`src/rtl/rv32i_fetch_pkg.sv`:
```
// Shared types and constants for the RV32I fetch controller.
// Optional misaligned-redirect trap is enabled by RV32I_FETCH_MISALIGN_CHK_EN.
package rv32i_fetch_pkg;

  typedef enum logic {
    FETCH_RUN  = 1'b0,
    FETCH_HOLD = 1'b1
  } fetch_state_e;

  localparam logic [31:0] RV32I_NOP = 32'h0000_0013;
  localparam int unsigned PC_STEP   = 4;

endpackage

```
`src/rtl/rv32i_fetch_skid.sv`:
```
// One-entry {pc, inst} skid register: capture loads and marks full, release empties.
module rv32i_fetch_skid
  import rv32i_fetch_pkg::*;
#(
  parameter int unsigned WIDTH = 32
) (
  input  logic             clk,
  input  logic             rst,
  input  logic             i_capture,
  input  logic             i_release,
  input  logic [WIDTH-1:0] i_pc,
  input  logic [WIDTH-1:0] i_inst,
  output logic             o_full,
  output logic [WIDTH-1:0] o_pc,
  output logic [WIDTH-1:0] o_inst
);

  logic             r_full;
  logic [WIDTH-1:0] r_pc;
  logic [WIDTH-1:0] r_inst;

  always_ff @(posedge clk) begin
    if (rst) begin
      r_full <= 1'b0;
      r_pc   <= '0;
      r_inst <= '0;
    end else if (i_capture) begin
      r_full <= 1'b1;
      r_pc   <= i_pc;
      r_inst <= i_inst;
    end else if (i_release) begin
      r_full <= 1'b0;
    end
  end

  assign o_full = r_full;
  assign o_pc   = r_pc;
  assign o_inst = r_inst;

endmodule

```
`src/rtl/rv32i_fetch_ctrl.sv`:
```
// Instruction fetch sequencer for a 1-cycle synchronous IMEM with a skid buffer and redirect squash.
// Define RV32I_FETCH_MISALIGN_CHK_EN to add o_misalign and park fetch on misaligned redirect targets.
module rv32i_fetch_ctrl
  import rv32i_fetch_pkg::*;
#(
  parameter int unsigned                INST_WIDTH = 32,
  parameter logic [INST_WIDTH-1:0]      RESET_PC   = 32'h0000_0000
) (
  input  logic                  clk,
  input  logic                  rst,
  input  logic                  i_stall,
  input  logic                  i_redirect,
  input  logic [INST_WIDTH-1:0] i_redirect_pc,
  output logic [INST_WIDTH-1:0] o_imem_addr,
  input  logic [INST_WIDTH-1:0] i_imem_inst,
`ifdef RV32I_FETCH_MISALIGN_CHK_EN
  output logic                  o_misalign,
`endif
  output logic                  o_valid,
  output logic [INST_WIDTH-1:0] o_pc,
  output logic [INST_WIDTH-1:0] o_inst
);

  fetch_state_e          r_state;
  logic [INST_WIDTH-1:0] r_pc_q;
  logic                  r_req_v;
  logic [INST_WIDTH-1:0] r_req_pc;
  logic                  r_post_rst;

  logic                  w_in_hold;
  logic                  w_capture;
  logic                  w_release;
  logic                  w_valid;
  logic                  w_zero_out;
  logic [INST_WIDTH-1:0] w_redir_pc;
  logic [INST_WIDTH-1:0] w_pkt_inst;
  logic                  w_hold_full;
  logic [INST_WIDTH-1:0] w_hold_pc;
  logic [INST_WIDTH-1:0] w_hold_inst;

`ifdef RV32I_FETCH_MISALIGN_CHK_EN
  logic r_req_mis;
  logic r_hold_mis;
  logic r_park;

  assign w_redir_pc = i_redirect_pc;
  assign w_pkt_inst = r_req_mis ? INST_WIDTH'(RV32I_NOP) : i_imem_inst;
`else
  assign w_redir_pc = i_redirect_pc & ~INST_WIDTH'(3);
  assign w_pkt_inst = i_imem_inst;
`endif

  assign w_in_hold  = (r_state == FETCH_HOLD);
  assign w_capture  = ~rst & ~i_redirect & i_stall & ~w_in_hold & r_req_v;
  assign w_release  = ~rst & w_in_hold & (i_redirect | ~i_stall);
  assign w_zero_out = rst | r_post_rst;

  rv32i_fetch_skid #(
    .WIDTH (INST_WIDTH)
  ) u_skid (
    .clk       (clk),
    .rst       (rst),
    .i_capture (w_capture),
    .i_release (w_release),
    .i_pc      (r_req_pc),
    .i_inst    (w_pkt_inst),
    .o_full    (w_hold_full),
    .o_pc      (w_hold_pc),
    .o_inst    (w_hold_inst)
  );

  always_ff @(posedge clk) begin
    if (rst) begin
      r_state    <= FETCH_RUN;
      r_pc_q     <= RESET_PC;
      r_req_v    <= 1'b0;
      r_req_pc   <= '0;
      r_post_rst <= 1'b1;
`ifdef RV32I_FETCH_MISALIGN_CHK_EN
      r_req_mis  <= 1'b0;
      r_hold_mis <= 1'b0;
      r_park     <= 1'b0;
`endif
    end else begin
      r_post_rst <= 1'b0;
      if (i_redirect) begin
        r_pc_q  <= w_redir_pc;
        r_req_v <= 1'b0;
        r_state <= FETCH_RUN;
`ifdef RV32I_FETCH_MISALIGN_CHK_EN
        r_req_mis <= 1'b0;
        r_park    <= 1'b0;
`endif
      end else if (i_stall) begin
        // pc_q is not advanced, so IMEM keeps re-reading the word that follows the held packet
        if (w_capture) begin
          r_state <= FETCH_HOLD;
`ifdef RV32I_FETCH_MISALIGN_CHK_EN
          r_hold_mis <= r_req_mis;
`endif
        end
      end else begin
        r_state <= FETCH_RUN;
`ifdef RV32I_FETCH_MISALIGN_CHK_EN
        if (r_park) begin
          r_req_v   <= 1'b0;
          r_req_mis <= 1'b0;
        end else if (r_pc_q[1:0] != 2'b00) begin
          // emit a single NOP trap packet for the bad target, then park until redirected
          r_req_pc  <= r_pc_q;
          r_req_v   <= 1'b1;
          r_req_mis <= 1'b1;
          r_park    <= 1'b1;
        end else begin
          r_req_pc  <= r_pc_q;
          r_req_v   <= 1'b1;
          r_req_mis <= 1'b0;
          r_pc_q    <= r_pc_q + INST_WIDTH'(PC_STEP);
        end
`else
        r_req_pc <= r_pc_q;
        r_req_v  <= 1'b1;
        r_pc_q   <= r_pc_q + INST_WIDTH'(PC_STEP);
`endif
      end
    end
  end

  always_comb begin
    w_valid = 1'b0;
    o_pc    = '0;
    o_inst  = '0;
    if (!rst) begin
      w_valid = ~i_redirect & (w_in_hold ? w_hold_full : r_req_v);
    end
    if (!w_zero_out) begin
      o_pc   = w_in_hold ? w_hold_pc   : r_req_pc;
      o_inst = w_in_hold ? w_hold_inst : w_pkt_inst;
    end
  end

  assign o_valid     = w_valid;
  assign o_imem_addr = r_pc_q;

`ifdef RV32I_FETCH_MISALIGN_CHK_EN
  assign o_misalign = w_valid & (w_in_hold ? r_hold_mis : r_req_mis);
`endif

endmodule
```
`config.mk`:
```
export PLATFORM = sky130hd
export DESIGN_NAME = rv32i_fetch_ctrl
export DESIGN_NICKNAME = d
export VERILOG_FILES = /design/src/rtl/rv32i_fetch_pkg.sv /design/src/rtl/rv32i_fetch_skid.sv /design/src/rtl/rv32i_fetch_ctrl.sv
export SDC_FILE = /design/constraint.sdc
export NUM_CORES = 1
export LEC_CHECK = 0
export ABC_CLOCK_PERIOD_IN_PS = 6300
export CAP_MARGIN = 20
export CORE_UTILIZATION = 35
export CTS_CLUSTER_DIAMETER = 60
export DETAILED_ROUTE_END_ITERATION = 10
export GPL_TIMING_DRIVEN = 0
export HOLD_SLACK_MARGIN = 0.02
export REMOVE_ABC_BUFFERS = 1
export SLEW_MARGIN = 10
export SYNTH_ARGS = -nofsm -noshare
export SYNTH_HDL_FRONTEND = slang
export SYNTH_HIERARCHICAL = 1
export SYNTH_SLANG_ARGS = --single-unit
```
`constraint.sdc`:
```
create_clock -name clk -period 6.3 [get_ports clk]
set_clock_uncertainty 0.2 [all_clocks]
set_input_delay 1.26 -clock clk [delete_from_list [all_inputs] [get_ports clk]]
set_output_delay 1.26 -clock clk [all_outputs]
set_load 0.02 [all_outputs]
```
==> results of run 1 <==
==> layer usage <==
layer / part of all wire / wire, µm / vias to the layer above
met5: 0 / 0 / -
met4: 0.0097 / 157 / 0
met3: 0.051 / 833 / 17
met2: 0.45 / 7270 / 133
met1: 0.49 / 7980 / 2475
li1: - / - / 2742
==> synth_stat cells (2+ instances only) <==
cell / number / share of area
dfxtp_1: 128 / 0.42
buf_12: 5 / 0.016
nand4_1: 8 / 0.0081
a311oi_1: 10 / 0.014
o2111a_1: 2 / 0.0037
o31ai_1: 5 / 0.0061
buf_4: 3 / 0.0037
nor2_1: 152 / 0.093
a311o_1: 2 / 0.0032
clkbuf_1: 32 / 0.019
nand2b_1: 4 / 0.0041
nor4_1: 5 / 0.0051
o311ai_0: 2 / 0.0028
and4_1: 2 / 0.0028
a21oi_1: 37 / 0.030
or3_1: 5 / 0.0051
nor3_1: 7 / 0.0057
or2_2: 4 / 0.0041
a211oi_1: 9 / 0.011
xnor2_1: 12 / 0.017
or4_1: 10 / 0.012
inv_1: 8 / 0.0049
nand2_1: 83 / 0.051
mux2i_1: 128 / 0.21
buf_1: 11 / 0.0067
and3_1: 5 / 0.0051
nand3_1: 6 / 0.0049
buf_2: 5 / 0.0041
o21ai_0: 7 / 0.0057
nor2b_1: 2 / 0.0020
==> through the flow <==
stage	hold slack, ns	setup WS, ns	utilization
after floorplan	0.242	-2.72	-
after global routing	0.292	1.43	0.488
after detailed placement	0.264	1.48	0.459
after global placement	0.259	-9.22	0.449
after CTS	0.272	1.49	0.488
final	0.271	1.55	0.488
==> power groups by stage <==
| stage | Sequential [µW] | Clock, µW | Combinational [µW] |
|---|---|---|---|
| finish | 862 | 872 | 227 |
| global route | 865 | 933 | 245 |
| CTS | 862 | 893 | 230 |
| detailed placement | 879 | 0 | 228 |
| global placement | 881 | 0 | 228 |
| floorplan | 887 | 0 | 85.7 |
==> kinds of logic after synthesis <==
group,after synthesis,share of synthesized area
buffers and inverters,66,0.0575
adder cells (fa/ha/maj),1,0.00203
other,1,0.000608
AO/OA/AOI/OAI,80,0.0849
XOR/XNOR,12,0.0171
flip-flops,128,0.416
multiplexers,128,0.208
AND/OR/NAND/NOR,301,0.214
==> critical path, stage by stage <==
cell and delay, ns:
clkdlybuf4s50_1 0.92, nor3_1 0.44, clkdlybuf4s50_1 0.66
==> state kept, by name, indices dropped and copies added, names as in the netlist <==
name,flops
u_skid/o_inst,32
u_skid/o_pc,32
o_imem_addr,30
r_req_pc,30
r_post_rst,1
r_req_v,1
r_state,1
u_skid/o_full,1
==> worst max path at each step <==
| stage | start | to | slack [ns] | cells past startpoint |
|---|---|---|---|---|
| 2_1_floorplan | r_state | u_skid/o_inst[0] | -2.72 | 3 |
| 3_3_place_gp | rst | u_skid/o_inst[29] | -9.22 | 6 |
| 3_5_place_dp | i_redirect | o_valid | 1.48 | 3 |
| 4_1_cts | i_redirect | o_valid | 1.49 | 3 |
| 5_1_grt | i_redirect | o_valid | 1.43 | 3 |
| 6_report | i_redirect | o_valid | 1.55 | 3 |
==> final cells by class <==
type / instances / area, µm²
Clock buffer: 23 / 478
Clock inverter: 7 / 37.5
Fill cell: 1706 / 8820
Inverter: 9 / 33.8
Multi-Input combinational cell: 526 / 3270
Sequential cell: 128 / 2570
Tap cell: 225 / 282
Timing Repair Buffer: 171 / 1750
==> summary.md, run 1 <==
| Metric | Value |
|---|---|
| Run status | `finished clean` |
| Initial antenna violation count | `0` |
| Core Footprint | `17,200 µm²` |
| CTS tree | `done` |
| R2R Path Start | `o_imem_addr[2]` |
| Most frequent cells in the layout | `clkdlybuf4s50_1 (159), nor2_1 (151), mux2i_1 (128), dfxtp_1 (127), nand2_1 (83)` |
| Via density | `4.93` |
| Pwr dens | `233 nW/µm²` |
| Met2 usage | `0.289` |
| DIE AREA | `18,100 µm²` |
| Cts bufs inserted | `17` |
| Gr busiest metal | `met2` |
| DRT Pass-1 Iters | `6` |
| HP Class | `reg -> reg` |
| Post-CTS sizing | `0` |
| Most common cell after layout, fill and taps aside | `clkdlybuf4s50_1` |
| Pleak | `0.00272 µW` |
| Worst endpoint required time | `4.84 ns` |
| Slew Limit Fails | `0` |
| Fmax | `210 MHz` |
| YS warnings | `6` |
| Tot Pwr | `1960 µW` |
| Sequential power share | `0.440` |
| Row count | `48` |
| Cts hold-fix bufs | `0` |
| Post-Syn Area | `6160 µm²` |
| Worst rel slew slack | `0.339` |
| Worst-margin pin slew | `0.988 ns` |
| CTS Sinks | `128` |
| Yosys reg bits | `128` |
| Setup crit start kind | `input port` |
| Register area share after synthesis | `0.416` |
| Worst vdd rail ir drop | `0.000187 V` |
| Clock Root Buffer | `clkbuf_16` |
| Avg Inst Size Synth | `8.60 µm²` |
| Vias in the first global route | `4,829` |
| GRT Util Overall | `0.182` |
| Crit path max fanout | `23` |
| Port Buffers | `160` |
| Fin area | `8420 µm²` |
| Worst-path clk slew | `0.05 ns` |
| Max cap viols | `0` |
| Final setup vio count | `0` |
| Tmin final | `4.75 ns` |
| Internal cell power | `1470 µW` |
| Worst Hold Launch | `r_req_pc[25]` |
| Met3 usage | `0.0529` |
| Diodes inserted | `0` |
| Post-route insts no fill | `1,089` |
| Reg2Reg Depth | `5` |
| Worst hold path stage count | `2` |
| Area delta synth->final | `36.6%` |
| Number of nets still failing antenna checks after routing | `0` |
| Drt drc | `0` |
| Clock Latency Late Sink | `0.42 ns` |
| Io pins | `165` |
| Yosys cell types | `48` |
| Post-CTS Setup Repair Bufs | `0` |
| Power share of the clock group | `0.445` |
| Final net count | `922` |
| RSZ-0062 raised after global routing | `no` |
| NetSw | `492 µW` |
| Max Buffers Root-to-Sink | `2` |
| DR vias | `5,367` |
| Combinational Power Share | `0.116` |
| TNS Setup | `0 ns` |
| Worst Hold End | `r_req_pc[25]` |
| Wire length of the first global-routing pass | `25.7 mm` |
| Setup slack, reg-to-reg | `3.46 ns` |
| Share of cells above drive strength 1 | `0.0590` |
| Dpl hpwl | `10.5 mm` |
| Routability cong. | `0.698` |
| FF-to-FF End | `o_imem_addr[20]` |
| Tcrit/Tclk final | `0.755` |
| Synth async-reset ratio | `0` |
| EDFF count, synth | `0` |
| Cells after Synth | `717` |
| Die H | `135 µm` |
| Final hold violations | `0` |
| Net Sw Frac | `0.251` |
| Met1 usage | `0.243` |
| Placed instance area | `7900 µm²` |
| Remaining global-route overflow | `0` |
| H-tree depth | `4` |
| Drt total wl | `16.2 mm` |
| DR WL/cell | `14.9 µm` |
| Largest net degree at the start of global routing | `66` |
| Crit path DAT | `3.29 ns` |
| Starting Density | `0.358` |
| Critical Path End Type | `primary output` |
| Kind of critical path | `in -> out` |
| DRT iter0 DRCs | `222` |
| Synth Flop Type | `dfxtp_1` |
| Post-Place Cells | `1,059` |
| Floorplan die width | `135 µm` |
Power figures use the tool's default switching activity.
==> inputs of run 2 (changes only) <==
--- a/config.mk
+++ b/config.mk
@@ -5,7 +5,7 @@
 export SDC_FILE = /design/constraint.sdc
 export NUM_CORES = 1
 export LEC_CHECK = 0
-export ABC_CLOCK_PERIOD_IN_PS = 6300
+export ABC_CLOCK_PERIOD_IN_PS = 4600
 export CAP_MARGIN = 20
 export CORE_UTILIZATION = 35
 export CTS_CLUSTER_DIAMETER = 60
==> constraint.sdc (replaced) <==
create_clock -name clk -period 4.6 [get_ports clk]
set_clock_uncertainty 0.2 [all_clocks]
set_input_delay 0.92 -clock clk [delete_from_list [all_inputs] [get_ports clk]]
set_output_delay 0.92 -clock clk [all_outputs]
set_load 0.02 [all_outputs]
==> results of run 2 <==
Same layout as run 1 (identical final DEF). Status: finished clean.
Among the figures that moved: setup slack after placement 1.48 ns -> 0.283 ns; setup slack after layout 1.55 ns -> 0.526 ns; register-to-register setup slack 3.46 ns -> 1.76 ns; total power 1960 µW -> 2680 µW; worst IR drop on VDD 0.000187 V -> 0.000256 V
==> inputs of run 3 (changes only) <==
--- a/config.mk
+++ b/config.mk
@@ -7,12 +7,14 @@
 export LEC_CHECK = 0
 export ABC_CLOCK_PERIOD_IN_PS = 4600
 export CAP_MARGIN = 20
+export CORE_ASPECT_RATIO = 1.4
 export CORE_UTILIZATION = 35
 export CTS_CLUSTER_DIAMETER = 60
 export DETAILED_ROUTE_END_ITERATION = 10
 export GPL_TIMING_DRIVEN = 0
 export HOLD_SLACK_MARGIN = 0.02
 export REMOVE_ABC_BUFFERS = 1
+export SKIP_CTS_REPAIR_TIMING = 1
 export SLEW_MARGIN = 10
 export SYNTH_ARGS = -nofsm -noshare
 export SYNTH_HDL_FRONTEND = slang
==> summary.md, run 3 (same netlist as run 1, synthesis figures left out) <==
| Metric | Value |
|---|---|
| Tmin final | `4.31 ns` |
| CTS tree | `done` |
| Critical Path End Type | `primary output` |
| Crit path DAT | `3.19 ns` |
| Most common cell after layout, fill and taps aside | `clkdlybuf4s50_1` |
| Run status | `finished clean` |
| Worst Hold Launch | `r_req_pc[29]` |
| Wire length of the first global-routing pass | `26.5 mm (+3.1%)` |
| Setup slack, reg-to-reg | `1.70 ns` |
| DR WL/cell | `15.0 µm (+0.87%)` |
| Slew Limit Fails | `0 (unchanged)` |
| Setup crit start kind | `input port` |
| Worst-margin pin slew | `1.01 ns (+0.0250 ns)` |
| Tcrit/Tclk final | `0.937` |
| Number of nets still failing antenna checks after routing | `0 (unchanged)` |
| Met2 usage | `0.325 (+0.0358)` |
| GRT Util Overall | `0.185 (+0.00271)` |
| Fmax | `232 MHz` |
| Starting Density | `0.357 (-0.000467)` |
| Crit path launch | `rst` |
| Io pins | `165 (unchanged)` |
| Vias in the first global route | `5,095 (+5.5%)` |
| Final core occ | `0.497 (+0.00893)` |
| Max cap viols | `0 (unchanged)` |
| Die H | `159 µm (+18%)` |
| Pwr dens | `353 nW/µm²` |
| HP Class | `reg -> reg` |
| DR vias | `5,433 (+1.2%)` |
| Max Buffers Root-to-Sink | `2 (unchanged)` |
| R2R Path Start | `o_imem_addr[2]` |
| DRT iter0 DRCs | `168 (-24%)` |
| Worst endpoint required time | `3.48 ns` |
| Row count | `57 (+19%)` |
| Initial antenna violation count | `1 (+1)` |
| Via density | `4.93 (about the same)` |
| Most frequent cells in the layout | `clkdlybuf4s50_1 (159), nor2_1 (151), mux2i_1 (128), dfxtp_1 (127), nand2_1 (83)` |
| Floorplan die width | `114 µm (-15%)` |
| Core Footprint | `17,300 µm² (+0.13%)` |
| Kind of critical path | `in -> out` |
| Largest net degree at the start of global routing | `73 (+11%)` |
| Final setup vio count | `0 (unchanged)` |
| Crit path max fanout | `72 (+210%)` |
| Area delta synth->final | `39.3%` |
| Clock Root Buffer | `clkbuf_16` |
| Port Buffers | `160 (unchanged)` |
| TNS Setup | `0 ns (unchanged)` |
| Worst-path clk slew | `0.05 ns (about the same)` |
| Remaining global-route overflow | `0 (unchanged)` |
| Final hold violations | `0 (unchanged)` |
| Pleak | `0.00278 µW (+2.1%)` |
| H-tree depth | `4 (unchanged)` |
| Gr busiest metal | `met2` |
| DRT Pass-1 Iters | `4 (-2)` |
| Final net count | `922 (unchanged)` |
| DIE AREA | `18,200 µm² (about the same)` |
| Met3 usage | `0.0327 (-0.0202)` |
| Drt drc | `0 (unchanged)` |
| RSZ-0062 raised after global routing | `no` |
| Placed instance area | `7900 µm² (about the same)` |
| Cts bufs inserted | `17 (unchanged)` |
| Routability cong. | `0.703 (+0.63%)` |
| Drt total wl | `16.6 mm (+2.2%)` |
| Share of cells above drive strength 1 | `0.0635 (+0.00448)` |
| Fin Hold WS | `0.269 ns (-0.00184 ns)` |
| Met1 usage | `0.225 (-0.0180)` |
| CTS Sinks | `128 (unchanged)` |
| Worst vdd rail ir drop | `0.000184 V` |
| Dpl hpwl | `10.8 mm (+2.2%)` |
| Fin area | `8580 µm² (+2.0%)` |
| Worst rel slew slack | `0.323 (-0.0167)` |
| Clock Latency Late Sink | `0.41 ns (about the same)` |
-- run 3: critical path: stages --
cell and delay (ns):
buf_6 0.35, buf_16 0.31, or2_4 0.72, nor2_1 0.18, clkdlybuf4s50_1 0.58
-- run 3: area by class of cell --
type | count | area (µm²)
Timing Repair Buffer | 171 | 1730
Inverter | 9 | 33.8
Fill cell | 1706 | 8670
Sequential cell | 128 | 2570
Clock buffer | 21 | 482
Tap cell | 236 | 295
Clock inverter | 11 | 199
Antenna cell | 1 | 2.50
Multi-Input combinational cell | 526 | 3270
-- run 3: metal layers --
metal,vias up,wire [µm],share of wire
met1,2560,7440,0.45
met4,0,153,0.0092
met5,-,0,0
met3,11,699,0.042
li1,2742,-,-
met2,120,8290,0.50
-- run 3: where the power goes --
group	total, µW	internal [µW]	switching [µW]
combinational	308	152	156
clock	1540	1030	512
sequential	1180	1140	42.3
-- run 3: metrics by stage --
step	total power [µW]	std cells	setup slack, ns
3_5_place_dp	1520	1070	0.228
2_1_floorplan	1330	663	-4.42
4_1_cts	3060	1102	0.232
6_report	3030	1103	0.288
3_3_place_gp	1520	1059	-10.77
5_1_grt	3130	1103	0.128
-- run 3: path summary, 6_finish.rpt --
check	to	depth (start not counted)
min	r_req_pc[29]	2
max reg2reg	o_imem_addr[20]	5
max	o_pc[22]	5
min reg2reg	r_req_pc[29]	2
